File: config.mk
export PLATFORM = sky130hd
export DESIGN_NAME = route_lookup_arbiter_flat
export DESIGN_NICKNAME = d
export VERILOG_FILES = /design/src/rtl/route_lookup_arbiter_if.sv /design/src/rtl/route_lookup_arbiter.sv /design/src/flat_wrapper.sv
export SDC_FILE = /design/constraint.sdc
export NUM_CORES = 1
export LEC_CHECK = 0
export ABC_AREA = 1
export CORE_UTILIZATION = 50
export DETAILED_ROUTE_END_ITERATION = 16
export PLACE_DENSITY = 0.79
export SLEW_MARGIN = 20
export SYNTH_ARGS = -nofsm -noshare
export SYNTH_HDL_FRONTEND = slang
export SYNTH_SLANG_ARGS = --single-unit
export TNS_END_PERCENT = 10
File: constraint.sdc
create_clock -name clk -period 5.2 [get_ports clk]
set_input_delay 0.78 -clock clk [delete_from_list [all_inputs] [get_ports clk]]
set_output_delay 0.78 -clock clk [all_outputs]
set_load 0.005 [all_outputs]
File: src/rtl/route_lookup_arbiter_if.sv
// rtl/route_lookup_arbiter_if.sv - lookup request/response bundle between input ports and the arbiter
`ifndef ADDR_SZ
`define ADDR_SZ 5
`endif
`ifndef BITS_DIR
`define BITS_DIR 3
`endif
`ifndef NUM_NODES
`define NUM_NODES 16
`endif
`ifndef DIR_LOCAL
`define DIR_LOCAL 4
`endif

interface route_lookup_arbiter_if #(
  parameter int NUM_PORTS = 5
);
  logic [NUM_PORTS-1:0]          req;
  logic [NUM_PORTS*`ADDR_SZ-1:0] dest_addr;
  logic [NUM_PORTS-1:0]          ack;
  logic [`BITS_DIR-1:0]          route_dir;
  logic                          route_err;

  modport master (output req, dest_addr, input ack, route_dir, route_err);
  modport slave  (input req, dest_addr, output ack, route_dir, route_err);
endinterface

File: src/rtl/route_lookup_arbiter.sv
// rtl/route_lookup_arbiter.sv - round-robin sharing of one combinational routing table among input ports
`ifndef ADDR_SZ
`define ADDR_SZ 5
`endif
`ifndef BITS_DIR
`define BITS_DIR 3
`endif
`ifndef NUM_NODES
`define NUM_NODES 16
`endif
`ifndef DIR_LOCAL
`define DIR_LOCAL 4
`endif

module route_lookup_arbiter #(
  parameter int NUM_PORTS = 5,
  parameter int NODE_ID   = 0
) (
  input  logic                 clk,
  input  logic                 reset,
  route_lookup_arbiter_if.slave lookup,
  output logic                 busy,
  output logic [`ADDR_SZ-1:0]  table_addr,
  input  logic [`BITS_DIR-1:0] table_data
);
  localparam int IDX_W = (NUM_PORTS > 1) ? $clog2(NUM_PORTS) : 1;

  if (NODE_ID < 0 || NODE_ID >= `NUM_NODES) begin : g_bad_node_id
    $error("route_lookup_arbiter: NODE_ID out of range");
  end

  typedef enum logic [1:0] {IDLE, LOOKUP, RESP} state_t;

  state_t           state;
  logic [IDX_W-1:0] rr_ptr;
  logic [IDX_W-1:0] grant_idx;
  logic [IDX_W-1:0] pick_idx;
  logic [IDX_W-1:0] cand_idx;
  logic             pick_valid;
  logic             in_range;
  int               cand;
  logic [`ADDR_SZ-1:0] dest_arr [NUM_PORTS];

  for (genvar i = 0; i < NUM_PORTS; i++) begin : g_dest
    assign dest_arr[i] = lookup.dest_addr[i*`ADDR_SZ +: `ADDR_SZ];
  end

  // Walk from the farthest offset down so the port nearest rr_ptr wins.
  always_comb begin
    pick_valid = 1'b0;
    pick_idx   = '0;
    cand       = 0;
    cand_idx   = '0;
    for (int k = NUM_PORTS - 1; k >= 0; k--) begin
      cand = int'(rr_ptr) + k;
      if (cand >= NUM_PORTS) cand = cand - NUM_PORTS;
      cand_idx = IDX_W'(cand);
      if (lookup.req[cand_idx]) begin
        pick_valid = 1'b1;
        pick_idx   = cand_idx;
      end
    end
  end

  assign in_range = ({1'b0, table_addr} < (`ADDR_SZ+1)'(`NUM_NODES));

  always_ff @(posedge clk) begin
    if (reset) begin
      state            <= IDLE;
      lookup.ack       <= '0;
      lookup.route_dir <= '0;
      lookup.route_err <= 1'b0;
      busy             <= 1'b0;
      table_addr       <= '0;
      rr_ptr           <= '0;
      grant_idx        <= '0;
    end else begin
      case (state)
        IDLE: begin
          if (pick_valid) begin
            grant_idx  <= pick_idx;
            table_addr <= dest_arr[pick_idx];
            busy       <= 1'b1;
            state      <= LOOKUP;
          end
        end
        LOOKUP: begin
          // Out-of-range destinations are delivered locally and flagged.
          if (in_range) begin
            lookup.route_dir <= table_data;
            lookup.route_err <= 1'b0;
          end else begin
            lookup.route_dir <= `BITS_DIR'(`DIR_LOCAL);
            lookup.route_err <= 1'b1;
          end
          lookup.ack <= NUM_PORTS'(1) << grant_idx;
          rr_ptr     <= (grant_idx == IDX_W'(NUM_PORTS - 1)) ? '0 : grant_idx + 1'b1;
          state      <= RESP;
        end
        RESP: begin
          lookup.ack       <= '0;
          lookup.route_err <= 1'b0;
          busy             <= 1'b0;
          state            <= IDLE;
        end
        default: state <= IDLE;
      endcase
    end
  end
endmodule

File: src/flat_wrapper.sv
// flat-port wrapper written by rule: the top's interface ports become plain ports
module route_lookup_arbiter_flat 
#(
  parameter int NUM_PORTS = 5,
  parameter int NODE_ID   = 0
)
  (clk, reset, busy, table_addr, table_data, lookup_req, lookup_dest_addr, lookup_ack, lookup_route_dir, lookup_route_err);
  route_lookup_arbiter_if #(.NUM_PORTS(NUM_PORTS)) lookup_i ();
  input  logic clk;
  input  logic reset;
  output logic busy;
  output logic [`ADDR_SZ-1:0] table_addr;
  input  logic [`BITS_DIR-1:0] table_data;
  input wire logic [$bits(lookup_i.req)-1:0] lookup_req;
  input wire logic [$bits(lookup_i.dest_addr)-1:0] lookup_dest_addr;
  output wire logic [$bits(lookup_i.ack)-1:0] lookup_ack;
  output wire logic [$bits(lookup_i.route_dir)-1:0] lookup_route_dir;
  output wire logic [$bits(lookup_i.route_err)-1:0] lookup_route_err;
  assign lookup_i.req = lookup_req;
  assign lookup_i.dest_addr = lookup_dest_addr;
  assign lookup_ack = lookup_i.ack;
  assign lookup_route_dir = lookup_i.route_dir;
  assign lookup_route_err = lookup_i.route_err;
  route_lookup_arbiter #(.NUM_PORTS(NUM_PORTS), .NODE_ID(NODE_ID)) u_core (.clk(clk), .reset(reset), .lookup(lookup_i), .busy(busy), .table_addr(table_addr), .table_data(table_data));
endmodule
==> results.cfg <==
[outcome]
status = finished, violations left
violations = DRC

[clock_network]
cts_root_buffer = clkbuf_8
h-tree-depth = 1
clock_sinks = 23
path_clk_slew_ns = 0.08
cts_hold_buf = 0
clockBufferDepth = 2
cts_resized = 0
cts_tree = built
postCtsSetupRepairBufs = 0
clkLatencyLatePin_ns = 0.27
cts_buffers = 3

[synth]
syn_inst = 389
yosys.area.top_type_share_pct = 19.2
syn_area_sq_mm = 0.00240
synth_cell_type_count = 35
synth_seq_cells = 23
syn_area_per_cell_sq_um = 6.16
syn_nets = 444
synth_area_leader_cell = dfxtp_1
synthArstFlopShare_pct = 0
synth_flop_cell = dfxtp_1
ys_top_cells_by_area = dfxtp_1 19%, nand2_1 17%, nand3_1 10%
synth_warnings = 0
synth_edf_count = 0
ys_seq_area_share_pct = 19.2

[route]
vias = 2494
drtIter0Drc = 127
drcViolationCount = 2
dr.pass1.iters = 10
ant_nets = 0
routed_wirelength_um = 5960
wire_per_inst_um = 12.3
via_per_inst = 5.13

[timing]
rsz0062_at_grt = no
slew_headroom_pct = 58.5
report.final.slew_viol_count = 0
period_share_pct = 65.1
skew_ns = 0.000926
max_freq_mhz = 296
fin_tns_setup_ns = 0
setup_viol = 0
hold_violations = 0
min_period_ns = 3.38
worst_slew_pin_slew_ns = 0.621

[worst_setup_path]
rr_worst_depth = 20
start_kind = register
worstPathRequired_ns = 5.40
cp.arrival_ns = 3.58
path_class = register to register
r2r_end = u_core.table_addr[1]
rr_startpoint = u_core.rr_ptr[0]
critPathMaxFanout = 16
endpoint_kind = register
r2r_slack_ns = 1.82

[cells_and_area]
final_nets = 490
drive_gt1_share_pct = 13.8
area_growth_pct = 22.7
multi_input_area_sq_mm = 0.00161
final-seq-area_sq_um = 460
antennaDiodeCount = 0
n_fill_cell = 449

[place]
io_buffers = 49
dp_hpwl_um = 4990
gp_congestion = 1.02

[global_routing]
grt_max_degree = 17
busiest_layer = met2
met3_usage_pct = 3.94
track_usage_pct = 24.7
antenna_found_initial = 0
grt_overflow = 0
grt_pass1_wl_um = 9850
use_met2_pct = 41.6
grt_pass1_vias = 2255
grt_use_met1_pct = 32.3

[job]
cap_violations = 0

[die]
die_h_um = 71.2
die_x_um = 71.2
core_sq_mm = 0.00447
num_rows = 24
initial_core_util_pct = 53.6
dieArea_sq_mm = 0.00508
ioPinCount = 50

[worst_hold_path]
hp-start = u_core.lookup.ack[4]
whs_endpoint = u_core.lookup.ack[4]
holdPathStages = 2
hp-class = register to register
## layout by cell type, fill, tap and decap left out, types with 4 or more instances in the layout
cell type / n
nand2_1: 110
ha_1: 19
nand3_1: 48
o21ai_2: 4
clkdlybuf4s50_1: 49
nor2_1: 8
dfxtp_1: 23
nand2_2: 22
o21ai_1: 4
inv_1: 59
inv_2: 14
o21ai_0: 14
a21oi_1: 22
## cell families (layout without fill, tap and decap cells)
group / Yosys count / in the layout / synth area share [%]
buf+inv: 81 / 126 / 13.8
fa+ha+maj: 20 / 20 / 10.8
flops: 23 / 23 / 19.2
simple gates: 210 / 210 / 42.4
xor+xnor: 2 / 2 / 0.731
compound gates: 53 / 53 / 13.2
## stage by stage
stage / setup slack (ns) / hold slack (ns) / instances / util, % / instance area (sq um)
2_1_floorplan: 2.51 / 0.461 / 389 / - / 2400
3_3_place_gp: 1.89 / 0.452 / 482 / 64.7 / 2900
3_5_place_dp: 1.85 / 0.454 / 482 / 64.7 / 2900
4_1_cts: 1.82 / 0.467 / 486 / 65.7 / 2940
5_1_grt: 1.40 / 0.483 / 486 / 65.7 / 2940
6_report: 1.82 / 0.468 / 486 / 65.7 / 2940
## sequential cells by signal, summed over array words and instances (netlist names)
| register | count |
|---|---|
| u_core.grant_idx | 3 |
| u_core.busy | 1 |
| u_core.lookup.ack | 5 |
| u_core.lookup.route_dir | 3 |
| u_core.rr_ptr | 3 |
| u_core.lookup.route_err | 1 |
| u_core.state | 2 |
| u_core.table_addr | 5 |
## metal layers
metal	routed length, um	vias to the layer above
li1	-	1315
met1	2830	1096
met2	2720	73
met3	304	10
met4	103	0
met5	0	-
## area by class of cell
class,count,area share [%]
sequential,23,15.7
clock buffer,4,1.53
multi-input combinational,285,54.6
tap,52,2.21
inverter,73,9.32
timing repair buffer,49,16.7
## worst max path at each step
stage,start,to
finish,u_core.rr_ptr[0],u_core.table_addr[1]
global route,u_core.rr_ptr[0],u_core.table_addr[2]
CTS,u_core.rr_ptr[0],u_core.table_addr[1]
detailed placement,u_core.rr_ptr[0],u_core.table_addr[1]
global placement,u_core.rr_ptr[0],u_core.table_addr[1]
floorplan,u_core.rr_ptr[0],u_core.table_addr[4]
## critical path: stages, from the launching register on
cell	delay [ns]
dfxtp_1	0.72
inv_2	0.21
ha_1	0.32
ha_1	0.32
nand2_1	0.13
nand2_2	0.11
o21ai_1	0.19
nand3_1	0.11
nand2_2	0.10
nand3_1	0.08
nand2_1	0.06
inv_1	0.03
nand2_1	0.06
nand2_2	0.05
nand2_2	0.17
nand2_2	0.19
nand2_1	0.10
nand3_1	0.07
nand2_1	0.07
nand2_1	0.06
a21oi_1	0.15
## synth_stat cells, types with 2 or more instances
library cell	number
o21ai_1	4
a21oi_1	22
nand3_1	48
ha_1	19
inv_2	14
nand3_4	2
o21ai_0	14
nand3_2	3
o211ai_1	3
nand2_1	110
a21oi_2	2
nand2_2	22
inv_1	59
o21ai_2	4
nor2_1	8
nor2_2	3
nor3_1	2
nand4_1	3
dfxtp_1	23
nand2_4	3
buf_6	3
buf_2	3
o211ai_2	2
clkbuf_1	2
Power is left out: the tool's default activity adds up to more than one toggle a clock period on the data nets, which glitch-free logic cannot reach.
